**config.mk**
```make
export PLATFORM = sky130hd
export DESIGN_NAME = hps_ext_initiator_flat
export DESIGN_NICKNAME = d
export VERILOG_FILES = /design/src/rtl/hps_ext_initiator_if.sv /design/src/rtl/hps_ext_initiator.sv /design/src/flat_wrapper.sv
export SDC_FILE = /design/constraint.sdc
export NUM_CORES = 1
export LEC_CHECK = 0
export BUFFER_PORTS_ARGS = -buffer_cell sky130_fd_sc_hd__buf_2
export CAP_MARGIN = 20
export CORE_ASPECT_RATIO = 2
export CORE_MARGIN = 5
export CORE_UTILIZATION = 45
export DETAILED_ROUTE_END_ITERATION = 12
export GPL_TIMING_DRIVEN = 1
export SYNTH_ARGS = -nofsm -noshare
export SYNTH_HDL_FRONTEND = slang
export SYNTH_SLANG_ARGS = --single-unit
```
**constraint.sdc**
```tcl
create_clock -name clk_sys -period 2.8 [get_ports clk_sys]
set_clock_uncertainty 0.05 [all_clocks]
set_input_delay 0.28 -clock clk_sys [delete_from_list [all_inputs] [get_ports clk_sys]]
set_output_delay 0.28 -clock clk_sys [all_outputs]
set_load 0.01 [all_outputs]
```
**src/rtl/hps_ext_initiator_if.sv**
```systemverilog
// EXT_BUS word-protocol signals between an hps_ext initiator (master) and responder (slave).
`timescale 1ns/1ps
interface hps_ext_initiator_if;
  logic        ext_enable;
  logic        ext_strobe;
  logic [15:0] ext_din;
  logic [15:0] ext_dout;
  logic        ext_dout_en;

  modport master (output ext_enable, ext_strobe, ext_din, input ext_dout, ext_dout_en);
  modport slave  (input ext_enable, ext_strobe, ext_din, output ext_dout, ext_dout_en);
endinterface

```
**src/rtl/hps_ext_initiator.sv**
```systemverilog
// Initiator end of the HPS EXT_BUS word protocol: replays cmd + payload words, captures responses.
// Optional HPS_EXT_NAK_ABORT_EN: skip payload strobes when the cmd strobe is not acknowledged.
`timescale 1ns/1ps
module hps_ext_initiator #(
  parameter int unsigned SETUP_CYC   = 1,
  parameter int unsigned STROBE_GAP  = 1,
  parameter int unsigned RELEASE_CYC = 2
) (
  input  logic        clk_sys,
  input  logic        reset,
  input  logic        req_valid,
  output logic        req_ready,
  input  logic [15:0] req_cmd,
  input  logic [4:0]  req_len,
  input  logic        pl_wr,
  input  logic [4:0]  pl_addr,
  input  logic [15:0] pl_data,
  input  logic [4:0]  rd_addr,
  output logic [15:0] rd_data,
  output logic        busy,
  output logic        done,
  output logic        resp_ack,
  output logic [7:0]  resp_rise,
  hps_ext_initiator_if.master ext
);

`ifdef HPS_EXT_NAK_ABORT_EN
  localparam bit NAK_ABORT = 1'b1;
`else
  localparam bit NAK_ABORT = 1'b0;
`endif

  localparam int unsigned CNT_MAX_SG = (SETUP_CYC > STROBE_GAP) ? SETUP_CYC : STROBE_GAP;
  localparam int unsigned CNT_MAX    = (CNT_MAX_SG > RELEASE_CYC) ? CNT_MAX_SG : RELEASE_CYC;
  localparam int unsigned CNT_W      = (CNT_MAX > 1) ? $clog2(CNT_MAX) : 1;

  typedef enum logic [2:0] {IDLE, SETUP, STROBE, GAP, RELEASE} state_t;

  state_t             state;
  logic [15:0]        payload [31];
  logic [15:0]        result  [32];
  logic [15:0]        cmd_q;
  logic [4:0]         len_q;
  logic [4:0]         w;
  logic [CNT_W-1:0]   cnt;
  logic               gap_first;

  logic               accept_c;
  logic               capture_c;
  logic               ack_now_c;
  logic               last_word_c;
  logic [7:0]         rise_now_c;

  assign accept_c    = (state == IDLE) && req_valid && req_ready;
  assign capture_c   = (state == GAP) && gap_first;
  // dout_en of the cmd strobe, whether it is being captured now or already was
  assign ack_now_c   = gap_first ? ext.ext_dout_en : resp_ack;
  assign last_word_c = (w == len_q) || (NAK_ABORT && (w == 5'd0) && !ack_now_c);
  assign rise_now_c  = (capture_c && (w == 5'd0)) ? ext.ext_dout[7:0] : result[0][7:0];
  assign rd_data     = result[rd_addr];

  // Payload is writable only while idle so it stays stable during a transaction
  always_ff @(posedge clk_sys) begin
    if (pl_wr && (state == IDLE) && (pl_addr != 5'd31)) begin
      payload[pl_addr] <= pl_data;
    end
  end

  always_ff @(posedge clk_sys) begin
    if (capture_c && !reset) begin
      result[w] <= ext.ext_dout;
    end
  end

  always_ff @(posedge clk_sys) begin
    if (reset) begin
      state          <= IDLE;
      req_ready      <= 1'b1;
      busy           <= 1'b0;
      done           <= 1'b0;
      resp_ack       <= 1'b0;
      resp_rise      <= 8'h00;
      ext.ext_enable <= 1'b0;
      ext.ext_strobe <= 1'b0;
      ext.ext_din    <= 16'h0000;
      cmd_q          <= 16'h0000;
      len_q          <= 5'd0;
      w              <= 5'd0;
      cnt            <= '0;
      gap_first      <= 1'b0;
    end else begin
      done <= 1'b0;
      case (state)
        IDLE: begin
          if (accept_c) begin
            cmd_q          <= req_cmd;
            len_q          <= req_len;
            w              <= 5'd0;
            cnt            <= CNT_W'(SETUP_CYC - 1);
            req_ready      <= 1'b0;
            busy           <= 1'b1;
            resp_ack       <= 1'b0;
            ext.ext_enable <= 1'b1;
            state          <= SETUP;
          end
        end
        SETUP: begin
          if (cnt == '0) begin
            ext.ext_strobe <= 1'b1;
            ext.ext_din    <= cmd_q;
            state          <= STROBE;
          end else begin
            cnt <= cnt - CNT_W'(1);
          end
        end
        STROBE: begin
          ext.ext_strobe <= 1'b0;
          cnt            <= CNT_W'(STROBE_GAP - 1);
          gap_first      <= 1'b1;
          state          <= GAP;
        end
        GAP: begin
          gap_first <= 1'b0;
          if (capture_c && (w == 5'd0)) begin
            resp_ack <= ext.ext_dout_en;
          end
          if (cnt == '0) begin
            if (last_word_c) begin
              ext.ext_enable <= 1'b0;
              ext.ext_din    <= 16'h0000;
              done           <= 1'b1;
              resp_rise      <= rise_now_c;
              cnt            <= CNT_W'(RELEASE_CYC - 1);
              state          <= RELEASE;
            end else begin
              // payload[w] is word w+1 of the transaction
              w              <= w + 5'd1;
              ext.ext_strobe <= 1'b1;
              ext.ext_din    <= payload[w];
              state          <= STROBE;
            end
          end else begin
            cnt <= cnt - CNT_W'(1);
          end
        end
        RELEASE: begin
          if (cnt == '0) begin
            req_ready <= 1'b1;
            busy      <= 1'b0;
            state     <= IDLE;
          end else begin
            cnt <= cnt - CNT_W'(1);
          end
        end
        default: state <= IDLE;
      endcase
    end
  end

endmodule

```
**src/flat_wrapper.sv**
```systemverilog
// flat-port wrapper written by rule: the top's interface ports become plain ports
module hps_ext_initiator_flat 
#(
  parameter int unsigned SETUP_CYC   = 1,
  parameter int unsigned STROBE_GAP  = 1,
  parameter int unsigned RELEASE_CYC = 2
)
  (clk_sys, reset, req_valid, req_ready, req_cmd, req_len, pl_wr, pl_addr, pl_data, rd_addr, rd_data, busy, done, resp_ack, resp_rise, ext_ext_enable, ext_ext_strobe, ext_ext_din, ext_ext_dout, ext_ext_dout_en);
  hps_ext_initiator_if ext_i ();
  input  logic clk_sys;
  input  logic reset;
  input  logic req_valid;
  output logic req_ready;
  input  logic [15:0] req_cmd;
  input  logic [4:0] req_len;
  input  logic pl_wr;
  input  logic [4:0] pl_addr;
  input  logic [15:0] pl_data;
  input  logic [4:0] rd_addr;
  output logic [15:0] rd_data;
  output logic busy;
  output logic done;
  output logic resp_ack;
  output logic [7:0] resp_rise;
  output wire logic [$bits(ext_i.ext_enable)-1:0] ext_ext_enable;
  output wire logic [$bits(ext_i.ext_strobe)-1:0] ext_ext_strobe;
  output wire logic [$bits(ext_i.ext_din)-1:0] ext_ext_din;
  input wire logic [$bits(ext_i.ext_dout)-1:0] ext_ext_dout;
  input wire logic [$bits(ext_i.ext_dout_en)-1:0] ext_ext_dout_en;
  assign ext_ext_enable = ext_i.ext_enable;
  assign ext_ext_strobe = ext_i.ext_strobe;
  assign ext_ext_din = ext_i.ext_din;
  assign ext_i.ext_dout = ext_ext_dout;
  assign ext_i.ext_dout_en = ext_ext_dout_en;
  hps_ext_initiator #(.SETUP_CYC(SETUP_CYC), .STROBE_GAP(STROBE_GAP), .RELEASE_CYC(RELEASE_CYC)) u_core (.clk_sys(clk_sys), .reset(reset), .req_valid(req_valid), .req_ready(req_ready), .req_cmd(req_cmd), .req_len(req_len), .pl_wr(pl_wr), .pl_addr(pl_addr), .pl_data(pl_data), .rd_addr(rd_addr), .rd_data(rd_data), .busy(busy), .done(done), .resp_ack(resp_ack), .resp_rise(resp_rise), .ext(ext_i));
endmodule
```
Word-level counts from Yosys, hierarchy flattened

Memory sizes are Yosys's and may differ from the RTL's. A register that Yosys moved wholly into a read port is not among the register bits.
Index checks and enable logic that the tools add are counted.

Register bits after elaboration: 61
Bits in writable memories: 1008
Input port bits: 68
Word-level logic and storage cells: 101
Memories kept: 2

Add/sub/neg operators: 2
Equality and inequality tests: 13
Multiplexer cells: 40
Bitwise gates (word level): 2
Reductions and logical operators: 28

Memories:

| memory         | words | width | read ports | clocked after Yosys merged registers in | wr ports | line                    | text |
|---|---|---|---|---|---|---|---|
| u_core.result  | 32    | 16    | 2          | 0                                       | 1        | hps_ext_initiator.sv:41 | `logic [15:0] result [32];` |
| u_core.payload | 31    | 16    | 1          | 1                                       | 1        | hps_ext_initiator.sv:40 | `logic [15:0] payload [31];` |

Operators by type and width:

| cell                                                             | number |
|---|---|
| 16-bit 2-to-1 mux                                                | 3 |
| 16-bit one-hot mux with 2 select lines                           | 1 |
| 5-bit 2-to-1 mux                                                 | 5 |
| 1-bit 2-to-1 mux                                                 | 16 |
| 4-bit AND reduction                                              | 4 |
| 3-bit 2-to-1 mux                                                 | 5 |
| 3-bit one-hot mux with 5 select lines                            | 1 |
| 3-bit AND reduction                                              | 4 |
| 2-bit != test (second input constant)                            | 5 |
| 1-bit one-hot mux with 2 select lines                            | 5 |
| 5-bit one-hot mux with 2 select lines                            | 1 |
| 8-bit 2-to-1 mux                                                 | 1 |
| 2-bit nonzero test                                               | 4 |
| 1-bit logical AND                                                | 7 |
| 3-bit by 2-bit == test with 1-bit output (second input constant) | 2 |
| 5-bit by 1-bit adder with 5-bit output (second input constant)   | 1 |
| 5-bit == test                                                    | 1 |
| 5-bit logical NOT                                                | 1 |
| 5-bit != test (second input constant)                            | 1 |
| 2-bit by 1-bit != test with 1-bit output (second input constant) | 2 |
| 1-bit one-hot mux with 4 select lines                            | 1 |
| 2-bit AND reduction                                              | 2 |
| 4-bit nonzero test                                               | 1 |
| 3-bit by 1-bit == test with 1-bit output (second input constant) | 1 |
| other kinds (9)                                                  | 10 |

Logic depth before layout (Yosys ltp)

Gate-level depths: netlist of the first run.

Depth after elaboration: 7
Depth in mapped cells: 9

Worst setup path before layout of the first run

No wires, ideal clock.

Kind: reg2reg
Start point: register u_core.w[4]
End point: memory u_core.result[0][0] (enable)
Setup time: 430 ps
Arrival time: 2493 ps
Data required time: 2320 ps
Path slack: -174 ps
Stages on the path, launching flop included: 4
Path buffers: 1
Clock period less this slack: 2974 ps
Cells stage by stage: dfxtp_1 clkbuf_1 or3_1 nor4_1

RTL lines:

| element                  | line                     | text |
|---|---|---|
| start: declaration       | hps_ext_initiator.sv:44  | `logic [4:0] w;` |
| start signal: assignment | hps_ext_initiator.sv:137 | `w <= w + 5'd1;` |
| end: declaration         | hps_ext_initiator.sv:41  |  |

Straight into the memory's write port.

==> results of run 1 <==
## cell families after synthesis
group,synth area share [%]
compound gates,2.79
xor+xnor,0.106
fa+ha+maj,0.121
buf+inv,1.35
flops,76.5
mux,16.1
simple gates,2.96
## through the flow
stage / utilization, % / hold WS [ps] / total power (W)
floorplan: - / 329 / 0.0189
global placement: 48.6 / 394 / 0.0196
detailed placement: 48.6 / 399 / 0.0197
CTS: 52.5 / 2.92 / 0.0331
global route: 52.5 / 45.3 / 0.0339
finish: 52.5 / 31.2 / 0.0328
## cell usage in the layout (no fill, tap or decap), types with 11 or more instances in the layout
cell type,n
sky130_fd_sc_hd__a21oi_1,47
sky130_fd_sc_hd__a221o_1,14
sky130_fd_sc_hd__a22oi_1,14
sky130_fd_sc_hd__buf_12,42
sky130_fd_sc_hd__buf_2,104
sky130_fd_sc_hd__buf_4,93
sky130_fd_sc_hd__bufinv_16,15
sky130_fd_sc_hd__clkbuf_1,19
sky130_fd_sc_hd__clkbuf_16,94
sky130_fd_sc_hd__clkinv_1,11
sky130_fd_sc_hd__clkinv_2,17
sky130_fd_sc_hd__dfxtp_1,63
sky130_fd_sc_hd__dlygate4sd3_1,27
sky130_fd_sc_hd__edfxtp_1,1008
sky130_fd_sc_hd__mux2_2,17
sky130_fd_sc_hd__mux2i_1,28
sky130_fd_sc_hd__mux4_2,272
sky130_fd_sc_hd__nand2_1,92
sky130_fd_sc_hd__nor2_1,98
sky130_fd_sc_hd__nor3b_1,16
sky130_fd_sc_hd__o21ai_0,16
sky130_fd_sc_hd__o22ai_1,21
## worst paths after layout
check / endpoint / cells past startpoint / slack [ps] / from
worst max register to register: u_core.ext.ext_din[12]$_SDFFE_PP0P_ / 7 / 130 / flip-flop
worst min-delay path: u_core.result[14][0]$_DFFE_PP_ / 1 / 30 / ext_ext_dout[0]
worst min register to register: u_core.cmd_q[1]$_SDFFE_PP0P_ / 2 / 410 / u_core.cmd_q[1]$_SDFFE_PP0P_
worst max-delay path: rd_data[7] / 4 / -80 / u_core.result[0][7]$_DFFE_PP_
## Yosys cell counts, drive strengths merged, types with 6 or more instances
| master | number |
|---|---|
| inv | 9 |
| a22oi | 14 |
| nand3 | 7 |
| a21oi | 47 |
| a21boi | 6 |
| mux4 | 272 |
| nor2 | 106 |
| a211oi | 9 |
| nor3b | 16 |
| o211ai | 8 |
| mux2i | 28 |
| a221o | 14 |
| buf | 49 |
| edfxtp | 1008 |
| mux2 | 23 |
| o21ai | 17 |
| clkbuf | 60 |
| a22o | 7 |
| o22ai | 21 |
| dfxtp | 66 |
| nand2 | 92 |
| nand2b | 7 |
## repair_timing
item | 4_1_cts | 5_1_grt
pin swaps | 0 | 0
hold buffers | 27 | 0
setup endpoints to repair | 16 | 16
hold endpoints to repair | 105 | 0
gates resized for setup | 13 | 0
buffers inserted | 7 | 0
## sequential cells by signal, summed over array words and instances (netlist names), 3 cells and up, named ones only
name,count
u_core.len_q,5
u_core.result,512
u_core.w,5
u_core.cmd_q,16
u_core.state,3
u_core.payload,496
u_core.resp_rise,8
u_core.ext.ext_din,16
## final cells by class
class / instances / area share, %
antenna: 3 / 0.0156
clock buffer: 116 / 5.14
clock inverter: 58 / 1.56
inverter: 9 / 0.0704
multi-input combinational: 772 / 19.2
sequential: 1074 / 65.9
tap: 1192 / 3.11
timing repair buffer: 274 / 5.05
## per-layer routing
metal | wire length, um | GRT usage, %
met5 | 39 | 0
met4 | 4650 | 9.11
met3 | 5880 | 3.50
met2 | 62000 | 42.8
met1 | 36400 | 23.9
## worst register-to-register path, delay by kind of cell (launching register included)
family | cells | cell delay (ps)
muxes | 1 | 540
DFF | 1 | 460
buffers and inverters | 2 | 470
AOI/OAI and AO/OA | 4 | 1020
## where the power goes
group,leakage (nW),internal [W],switching [W]
clock network,1.55,0.00770,0.00577
registers,9.60,0.0177,0.0000704
logic,3.92,0.000647,0.000958
total,15.1,0.0260,0.00680
==> impl_metrics.toml, run 1 <==
[placement]
detailed_place_hpwl_mm = 70.7
port_buffers = 113
place_area_um2 = 44400
gp_routability_congestion = 0.809
dpl_worst_slack_ps = 79.6
place_inst = 3287

[floorplan]
die_y_um = 438
floorplan.io_pins = 114
start_util_pct = 45.2
die_x_um = 224
num_rows = 157
placeableCoreArea_um2 = 91300
design.die.area_um2 = 98300

[timing]
post-route-period-util_pct = 103
unrepaired_setup_endpoints_after_global_routing = "true"
tns_ps = -664
report.final.setup_viol = 13
tightest_slew_ps = 896
finalMaxSlewViolations = 0
timing.max_slew.rel_slack_pct = 40.1
layout_min_cycle_time_ps = 2880
max_clock_freq_mhz = 347
postLayoutSetupSlackWorst_ps = -84.5
hold_viol = 0

[grt]
initial_antenna_violation_count = 8
grt_max_degree = 48
grt_pass1_wl_mm = 155
global_route.overflow_total = 0
grt_pass1_vias = 21800
gr-usage-all-layers_pct = 22.2

[route]
dr_total_vias = 20500
dr.pass1.iters = 5
drt-vias-per-instance = 5.87
drt-total-wl_mm = 109
remaining_drc_errors = 0
first_iter_violations = 1809
routedWlPerCell_um = 31.2
route.antenna.remaining_nets = 0

[synth]
synth_area_per_cell_um2 = 21.0
syn_nets = 2036
synthTopCellsByArea = "sky130_fd_sc_hd__edfxtp_1 73%, sky130_fd_sc_hd__mux4_2 15%, sky130_fd_sc_hd__dfxtp_1 3.2%"
synth_top_cell_area_share_pct = 73.3
postSynthCellCount = 1964
synth_largest_area_cell = "sky130_fd_sc_hd__edfxtp_1"
flops_latches_synth = 1074
ys_async_sr_fraction_pct = 0
mappedNetlistArea_um2 = 41300
number_of_flops_mapped_to_enable_cells_by_yosys = 1008
synth_sequential_area_ratio_pct = 76.5
yosysUniqueCellTypes = 54
commonest_register_cell_after_synthesis = "sky130_fd_sc_hd__edfxtp_1"
ys_warn_count = 0

[setup_path]
arrival_ps = 2550
max_stage_delay_ps = 500
critical-path-top-cell-by-count = "sky130_fd_sc_hd__mux4_2"
cp_slowest_cell = "sky130_fd_sc_hd__mux4_2"
gate_family_responsible_for_the_most_delay_along_the_worst_path = "multiplexers"
critPathCaptureType = "output port"
crit_fanout = 2
critical_path.n_buffers_inverters = 1
crit_path_cell_trace = "mux4_2 -> mux4_2 -> mux2_4 -> buf_6"
worst-setup-path-type = "reg -> out"
worst_ep_required_time_ps = 2470
startpoint_type_of_the_worst_setup_path = "flip-flop"

[clocking]
cts_htree_levels = 3
clock_insertion_delay_worst_skew_ps = 680
tritoncts = "built"
cts.clk_slew.worst_paths_ps = 70
cts_buffers = 93
clkSinkCount = 1074
cts-root-buf = "sky130_fd_sc_hd__clkbuf_16"
clock_path_buffers = 3

[outcome]
status = "finished with violations"
violations = "negative setup slack"

[final_layout]
final_nets = 2296
layout.area.seq_um2 = 31600
layout-area-overhead-vs-synth_pct = 16.2
multiInputGateArea_um2 = 9200
finalInstanceArea_um2 = 48000
layout.cells.non_filler = 3498
num-fill-cells = 7085
drive_above_1_share_pct = 30.7

[hold_path]
hp-class = "in -> reg"

[job]
cap_viol_max_count = 0

[power_and_ir_drop]
power.density_cell_area_nw_per_um2 = 684
leakagePower_nw = 15.1
irDropWorstVdd_uv = 448
(Power assumes the default switching activity.)
==> run 2: changes to the inputs <==
--- a/config.mk
+++ b/config.mk
@@ -5,6 +5,7 @@
 export SDC_FILE = /design/constraint.sdc
 export NUM_CORES = 1
 export LEC_CHECK = 0
+export ABC_AREA = 1
 export BUFFER_PORTS_ARGS = -buffer_cell sky130_fd_sc_hd__buf_2
 export CAP_MARGIN = 20
 export CORE_ASPECT_RATIO = 2
==> run 2 against run 1 <==
Effect of this change:
- the run now ends clean
- die area increased by 5.1%
- wire length up 11%
- worst hold slack better by 28 ps
- synthesized cell count is 87% higher
- first-iteration DRC count grew 25%
- critical path type is now reg -> reg
- critical endpoint is now u_core.payload[3][3]$_DFFE_PP_
- highest routed layer is now met4
==> impl_metrics.toml, run 2 <==
[route]
first_iter_violations = 2269
dr_total_vias = 28400
route.antenna.remaining_nets = 0
dr.pass1.iters = 6
remaining_drc_errors = 0
drt-total-wl_mm = 121
drt-vias-per-instance = 5.56
routedWlPerCell_um = 23.8

[power_and_ir_drop]
power_w = 0.0341
p_seq_share_pct = 52.8
power_switching_share_pct = 22.7
net-switching-power_w = 0.00774
proportion_of_power_drawn_by_the_clock_network_pct = 39.5
power.internal_w = 0.0264
leakagePower_nw = 17.6
combPwrFrac_pct = 7.7
power.density_cell_area_nw_per_um2 = 693
irDropWorstVdd_uv = 557

[synth]
number_of_flops_mapped_to_enable_cells_by_yosys = 1008
synth_sequential_area_ratio_pct = 72.7
synth_largest_area_cell = "sky130_fd_sc_hd__edfxtp_1"
synth_top_cell_area_share_pct = 69.7
postSynthCellCount = 3665
synth_area_per_cell_um2 = 11.9
mappedNetlistArea_um2 = 43500
synthTopCellsByArea = "sky130_fd_sc_hd__edfxtp_1 70%, sky130_fd_sc_hd__nand2_1 7.6%, sky130_fd_sc_hd__nand3_1 4.8%"
synth.cells.most_frequent = "1008 x sky130_fd_sc_hd__edfxtp_1, 880 x sky130_fd_sc_hd__nand2_1, 420 x sky130_fd_sc_hd__nand3_1, 383 x sky130_fd_sc_hd__nor2_1, 302 x sky130_fd_sc_hd__o21ai_0"
syn_nets = 3737
flops_latches_synth = 1074
ys_warn_count = 0
commonest_register_cell_after_synthesis = "sky130_fd_sc_hd__edfxtp_1"
ys_async_sr_fraction_pct = 0
yosysUniqueCellTypes = 40
yosysMostFrequentCell = "sky130_fd_sc_hd__edfxtp_1"

[setup_path]
reg2reg_depth = 8
critPathCaptureType = "flip-flop"
startpoint_type_of_the_worst_setup_path = "flip-flop"
worst-setup-path-type = "reg -> reg"
max_stage_delay_ps = 340
arrival_ps = 2860
gate_family_responsible_for_the_most_delay_along_the_worst_path = "simple AND/OR/NAND/NOR gates"
critical_path.n_buffers_inverters = 2
cp_slowest_cell = "sky130_fd_sc_hd__dfxtp_1"
r2r-end = "u_core.payload[3][3]$_DFFE_PP_"
r2r_slack_ps = 260
worst_ep_required_time_ps = 3120
crit_path_cell_trace = "nor2_2 -> nand3_1 -> a21oi_1 -> inv_1 -> nor2_1 -> nand3_1 -> nor2_2 -> buf_4"
crit_fanout = 16
startpoint_of_the_worst_slack_reg_to_reg_timing_path = "u_core.state[0]$_SDFFE_PP0P_"

[hold_path]
holdPathStages = 1
min_delay_worst_endpoint = "u_core.result[19][0]$_DFFE_PP_"
hp-class = "in -> reg"
holdCritStartpoint = "ext_ext_dout[0]"

[timing]
tns_ps = 0
finalMaxSlewViolations = 0
hold_viol = 0
unrepaired_setup_endpoints_after_global_routing = "false"
timing.max_slew.rel_slack_pct = 44.9
layout_min_cycle_time_ps = 2540
report.final.setup_viol = 0
post-route-period-util_pct = 90.6
max_clock_freq_mhz = 394
tightest_slew_ps = 826

[final_layout]
largest_registers = "u_core.result: 512 flops, u_core.payload: 496 flops"
final_nets = 3886
num-fill-cells = 8328
final_cell_mix = "1008 x sky130_fd_sc_hd__edfxtp_1, 880 x sky130_fd_sc_hd__nand2_1, 420 x sky130_fd_sc_hd__nand3_1"
layout-area-overhead-vs-synth_pct = 13.3
drive_above_1_share_pct = 11.4
largest_register_ffs = 512
largest_register = "u_core.result"
layout_commonest_cell = "sky130_fd_sc_hd__edfxtp_1"

[clocking]
cts_setup_buffers = 0
cts_htree_levels = 3
cts_buffers = 92
clock_path_buffers = 3
cts-hold-fix-buffers = 25
clkSinkCount = 1074
cts.clk_slew.worst_paths_ps = 70
post_cts_resize_count = 0
clock_insertion_delay_worst_skew_ps = 700
tritoncts = "built"
cts-root-buf = "sky130_fd_sc_hd__clkbuf_16"

[grt]
initial_antenna_violation_count = 4
grt_pass1_vias = 28500
global_route.overflow_total = 0
grt_pass1_wl_mm = 179
grt_max_degree = 116
gr-usage-all-layers_pct = 23.1

[floorplan]
num_rows = 161
die_y_um = 449
start_util_pct = 45.2
floorplan.io_pins = 114
placeableCoreArea_um2 = 96100
die_x_um = 230
design.die.area_um2 = 103000

[placement]
port_buffers = 113
detailed_place_hpwl_mm = 78.5
gp_routability_congestion = 0.865

[outcome]
status = "finished, final reports clean"

[job]
cap_viol_max_count = 0
[run 2: routing by layer]
layer | global-route usage (%) | vias up | part of all wire (%)
li1 | - | 13300 | -
met1 | 24.0 | 14100 | 34
met2 | 45.3 | 869 | 57
met3 | 2.54 | 248 | 4.2
met4 | 11.2 | 0 | 5.1
met5 | 0 | - | 0
[run 2: worst max path at each step]
stage | from | end | slack, ps | depth (start not counted)
6_report | u_core.state[0]$_SDFFE_PP0P_ | u_core.payload[3][3]$_DFFE_PP_ | 260 | 8
5_1_grt | u_core.state[0]$_SDFFE_PP0P_ | u_core.payload[1][10]$_DFFE_PP_ | 30 | 8
4_1_cts | u_core.state[2]$_SDFFE_PP0P_ | u_core.result[15][8]$_DFFE_PP_ | 240 | 10
3_5_place_dp | u_core.state[2]$_SDFFE_PP0P_ | u_core.result[15][10]$_DFFE_PP_ | 270 | 10
3_3_place_gp | u_core.state[2]$_SDFFE_PP0P_ | u_core.result[15][12]$_DFFE_PP_ | 250 | 10
2_1_floorplan | u_core.state[2]$_SDFFE_PP0P_ | u_core.result[10][0]$_DFFE_PP_ | 530 | 9
[run 2: cell type report]
type	count	area, um2	share of cell area [%]
sequential	1074	31600	64.2
multi-input combinational	2225	10200	20.8
clock buffer	115	2480	5.04
timing repair buffer	285	2190	4.45
tap	1222	1530	3.11
clock inverter	54	692	1.41
inverter	136	524	1.06
antenna	1	2.50	0.00508
[run 2: stage by stage]
stage	hold slack, ps	std cells	utilization, %	worst slack, ps	area (um2)
2_1_floorplan	329	3665	-	535	43500
3_3_place_gp	398	4917	47.7	247	45800
3_5_place_dp	405	4917	47.7	269	45800
4_1_cts	2.04	5111	51.2	239	49200
5_1_grt	51.1	5112	51.2	33.8	49200
6_report	59.6	5112	51.2	264	49200
[run 2: cells by family (layout without fill, tap and decap cells)]
kind of cell / count (synthesis) / after routing / synth area share, %
and+or+nand+nor: 1705 / 1705 / 16.1
DFF: 1074 / 1074 / 72.7
AOI/OAI and AO/OA: 510 / 510 / 7.15
buffers and inverters: 366 / 590 / 3.80
xor gates and xnor gates: 6 / 6 / 0.121
adders and majority gates: 4 / 4 / 0.115
other: 0 / 1 / 0
[run 2: power groups by stage]
stage	combinational (W)	clock [W]	sequential (W)
after detailed placement	0.00261	0	0.0184
final	0.00262	0.0135	0.0180
after global routing	0.00288	0.0143	0.0180
after floorplan	0.00141	0	0.0184
after CTS	0.00265	0.0137	0.0180
after global placement	0.00258	0	0.0184
==> run 3: changes to the inputs <==
--- a/config.mk
+++ b/config.mk
@@ -8,11 +8,14 @@
 export ABC_AREA = 1
 export BUFFER_PORTS_ARGS = -buffer_cell sky130_fd_sc_hd__buf_2
 export CAP_MARGIN = 20
+export CELL_PAD_IN_SITES_DETAIL_PLACEMENT = 1
+export CELL_PAD_IN_SITES_GLOBAL_PLACEMENT = 1
 export CORE_ASPECT_RATIO = 2
 export CORE_MARGIN = 5
 export CORE_UTILIZATION = 45
 export DETAILED_ROUTE_END_ITERATION = 12
 export GPL_TIMING_DRIVEN = 1
+export PLACE_DENSITY_LB_ADDON = 0.1
 export SYNTH_ARGS = -nofsm -noshare
 export SYNTH_HDL_FRONTEND = slang
 export SYNTH_SLANG_ARGS = --single-unit
==> run 3 against run 2 <==
Effect of this change:
- setup slack worse by 160 ps
- sequential power hardly changed
- final area is 1.0% higher
- wire length is 21% higher
- clock power is 3% lower
- die area stayed put
- clock-buffer cell count is 2 lower
- combinational power is 13% higher
- fmax is 6.0% lower
- power hardly changed
- worst hold slack better by 4.3 ps
- utilization is 0.54 points higher
- critical path type is now reg -> out
- critical endpoint is now rd_data[9]
- largest cell class unchanged
==> impl_metrics.toml, run 3 (same netlist as run 2, synthesis figures left out) <==
[clocking]
cts_htree_levels = 3
clkSinkCount = 1074
cts-root-buf = "sky130_fd_sc_hd__clkbuf_16"
tritoncts = "built"
cts.clk_slew.worst_paths_ps = 70
cts_buffers = 94
clock_insertion_delay_worst_skew_ps = 690
clock_path_buffers = 3
cts_setup_buffers = 0

[timing]
finalMaxSlewViolations = 0
max_clock_freq_mhz = 371
postLayoutSetupSlackWorst_ps = 101
hold_viol = 0
report.final.setup_viol = 0
tightest_slew_ps = 1060
layout_min_cycle_time_ps = 2700
post-route-period-util_pct = 96.4
tns_ps = 0
unrepaired_setup_endpoints_after_global_routing = "false"
timing.max_slew.rel_slack_pct = 29.5

[outcome]
status = "finished, final reports clean"

[setup_path]
arrival_ps = 2370
critical_path.n_buffers_inverters = 2
crit_fanout = 1
crit_path_cell_trace = "o21ai_0 -> o221ai_1 -> buf_4 -> nand3_1 -> nand2_1 -> nand2_1 -> nand2_1 -> buf_2"
critPathCaptureType = "output port"
startpoint_type_of_the_worst_setup_path = "flip-flop"
worst_ep_required_time_ps = 2470
gate_family_responsible_for_the_most_delay_along_the_worst_path = "simple AND/OR/NAND/NOR gates"
cp_slowest_cell = "sky130_fd_sc_hd__edfxtp_1"
worst-setup-path-type = "reg -> out"
max_stage_delay_ps = 380
critical-path-top-cell-by-count = "sky130_fd_sc_hd__nand2_1"

[grt]
grt_pass1_wl_mm = 212
initial_antenna_violation_count = 2
gr-usage-all-layers_pct = 27.9
grt_max_degree = 104
grt_pass1_vias = 32300
global_route.overflow_total = 0

[route]
remaining_drc_errors = 0
drt-vias-per-instance = 5.81
routedWlPerCell_um = 28.5
dr.pass1.iters = 5
drt-total-wl_mm = 147
dr_total_vias = 30000
first_iter_violations = 2208
route.antenna.remaining_nets = 0

[placement]
gp_routability_congestion = 0.877
place_area_um2 = 46400
port_buffers = 113
dpl_worst_slack_ps = 153
detailed_place_hpwl_mm = 98.2

[final_layout]
layout_commonest_cell = "sky130_fd_sc_hd__edfxtp_1"
drive_above_1_share_pct = 13.2
finalInstanceArea_um2 = 49800
layout-area-overhead-vs-synth_pct = 14.5
final_nets = 3941
final_cell_mix = "1008 x sky130_fd_sc_hd__edfxtp_1, 880 x sky130_fd_sc_hd__nand2_1, 420 x sky130_fd_sc_hd__nand3_1"
largest_register_ffs = 512
largest_register = "u_core.result"
largest_registers = "u_core.result: 512 flops, u_core.payload: 496 flops"
final_util_pct = 51.8

[floorplan]
die_y_um = 449
floorplan.io_pins = 114
start_util_pct = 45.2
num_rows = 161
die_x_um = 230
placeableCoreArea_um2 = 96100
design.die.area_um2 = 103000

[power_and_ir_drop]
irDropWorstVdd_uv = 620
power.density_cell_area_nw_per_um2 = 685
leakagePower_nw = 17.9

[hold_path]
hp-class = "in -> reg"

[job]
cap_viol_max_count = 0
[run 3: layer usage]
| layer | up-vias | track usage (%) | share of wire [%] |
|---|---|---|---|
| li1 | 13400 | - | - |
| met4 | 0 | 20.7 | 8.9 |
| met1 | 15400 | 27.2 | 32 |
| met2 | 907 | 53.4 | 55 |
| met3 | 367 | 2.98 | 3.4 |
| met5 | - | 0 | 0 |
[run 3: worst paths after layout]
path | start | end | slack [ps] | cells after the start
setup reg to reg | flip-flop | u_core.ext.ext_din[11]$_SDFFE_PP0P_ | 220 | 10
hold reg to reg | u_core.busy$_SDFFE_PP0P_ | u_core.busy$_SDFFE_PP0P_ | 420 | 2
setup / recovery | u_core.result[1][9]$_DFFE_PP_ | rd_data[9] | 100 | 8
hold / removal | ext_ext_dout[7] | u_core.result[8][7]$_DFFE_PP_ | 60 | 1
[run 3: area by class of cell]
type / instances / area, um2
antenna: 1 / 2.50
clock buffer: 113 / 2540
clock inverter: 58 / 524
fill: 9883 / 46300
inverter: 136 / 524
multi-input combinational: 2225 / 10200
sequential: 1074 / 31600
tap: 1222 / 1530
timing repair buffer: 338 / 2800
[run 3: what timing repair did]
item | in CTS | in global routing
resized for setup | 0 | 1
hold buffers | 25 | 0
endpoints found under the setup margin | 0 | 1
hold endpoints to repair | 39 | 0
[run 3: power breakdown]
part           switching [W]  internal [W]
clock network        0.00595       0.00715
registers           0.000194        0.0178
logic                0.00214      0.000815
total                0.00829        0.0258
[run 3: stage by stage]
step | hold slack (ps) | power [W] | cells
floorplan | 329 | 0.0198 | 3665
CTS | 16.3 | 0.0344 | 5166
global route | 34.1 | 0.0352 | 5167
global placement | 403 | 0.0212 | 4970
finish | 63.9 | 0.0341 | 5167
detailed placement | 415 | 0.0213 | 4970
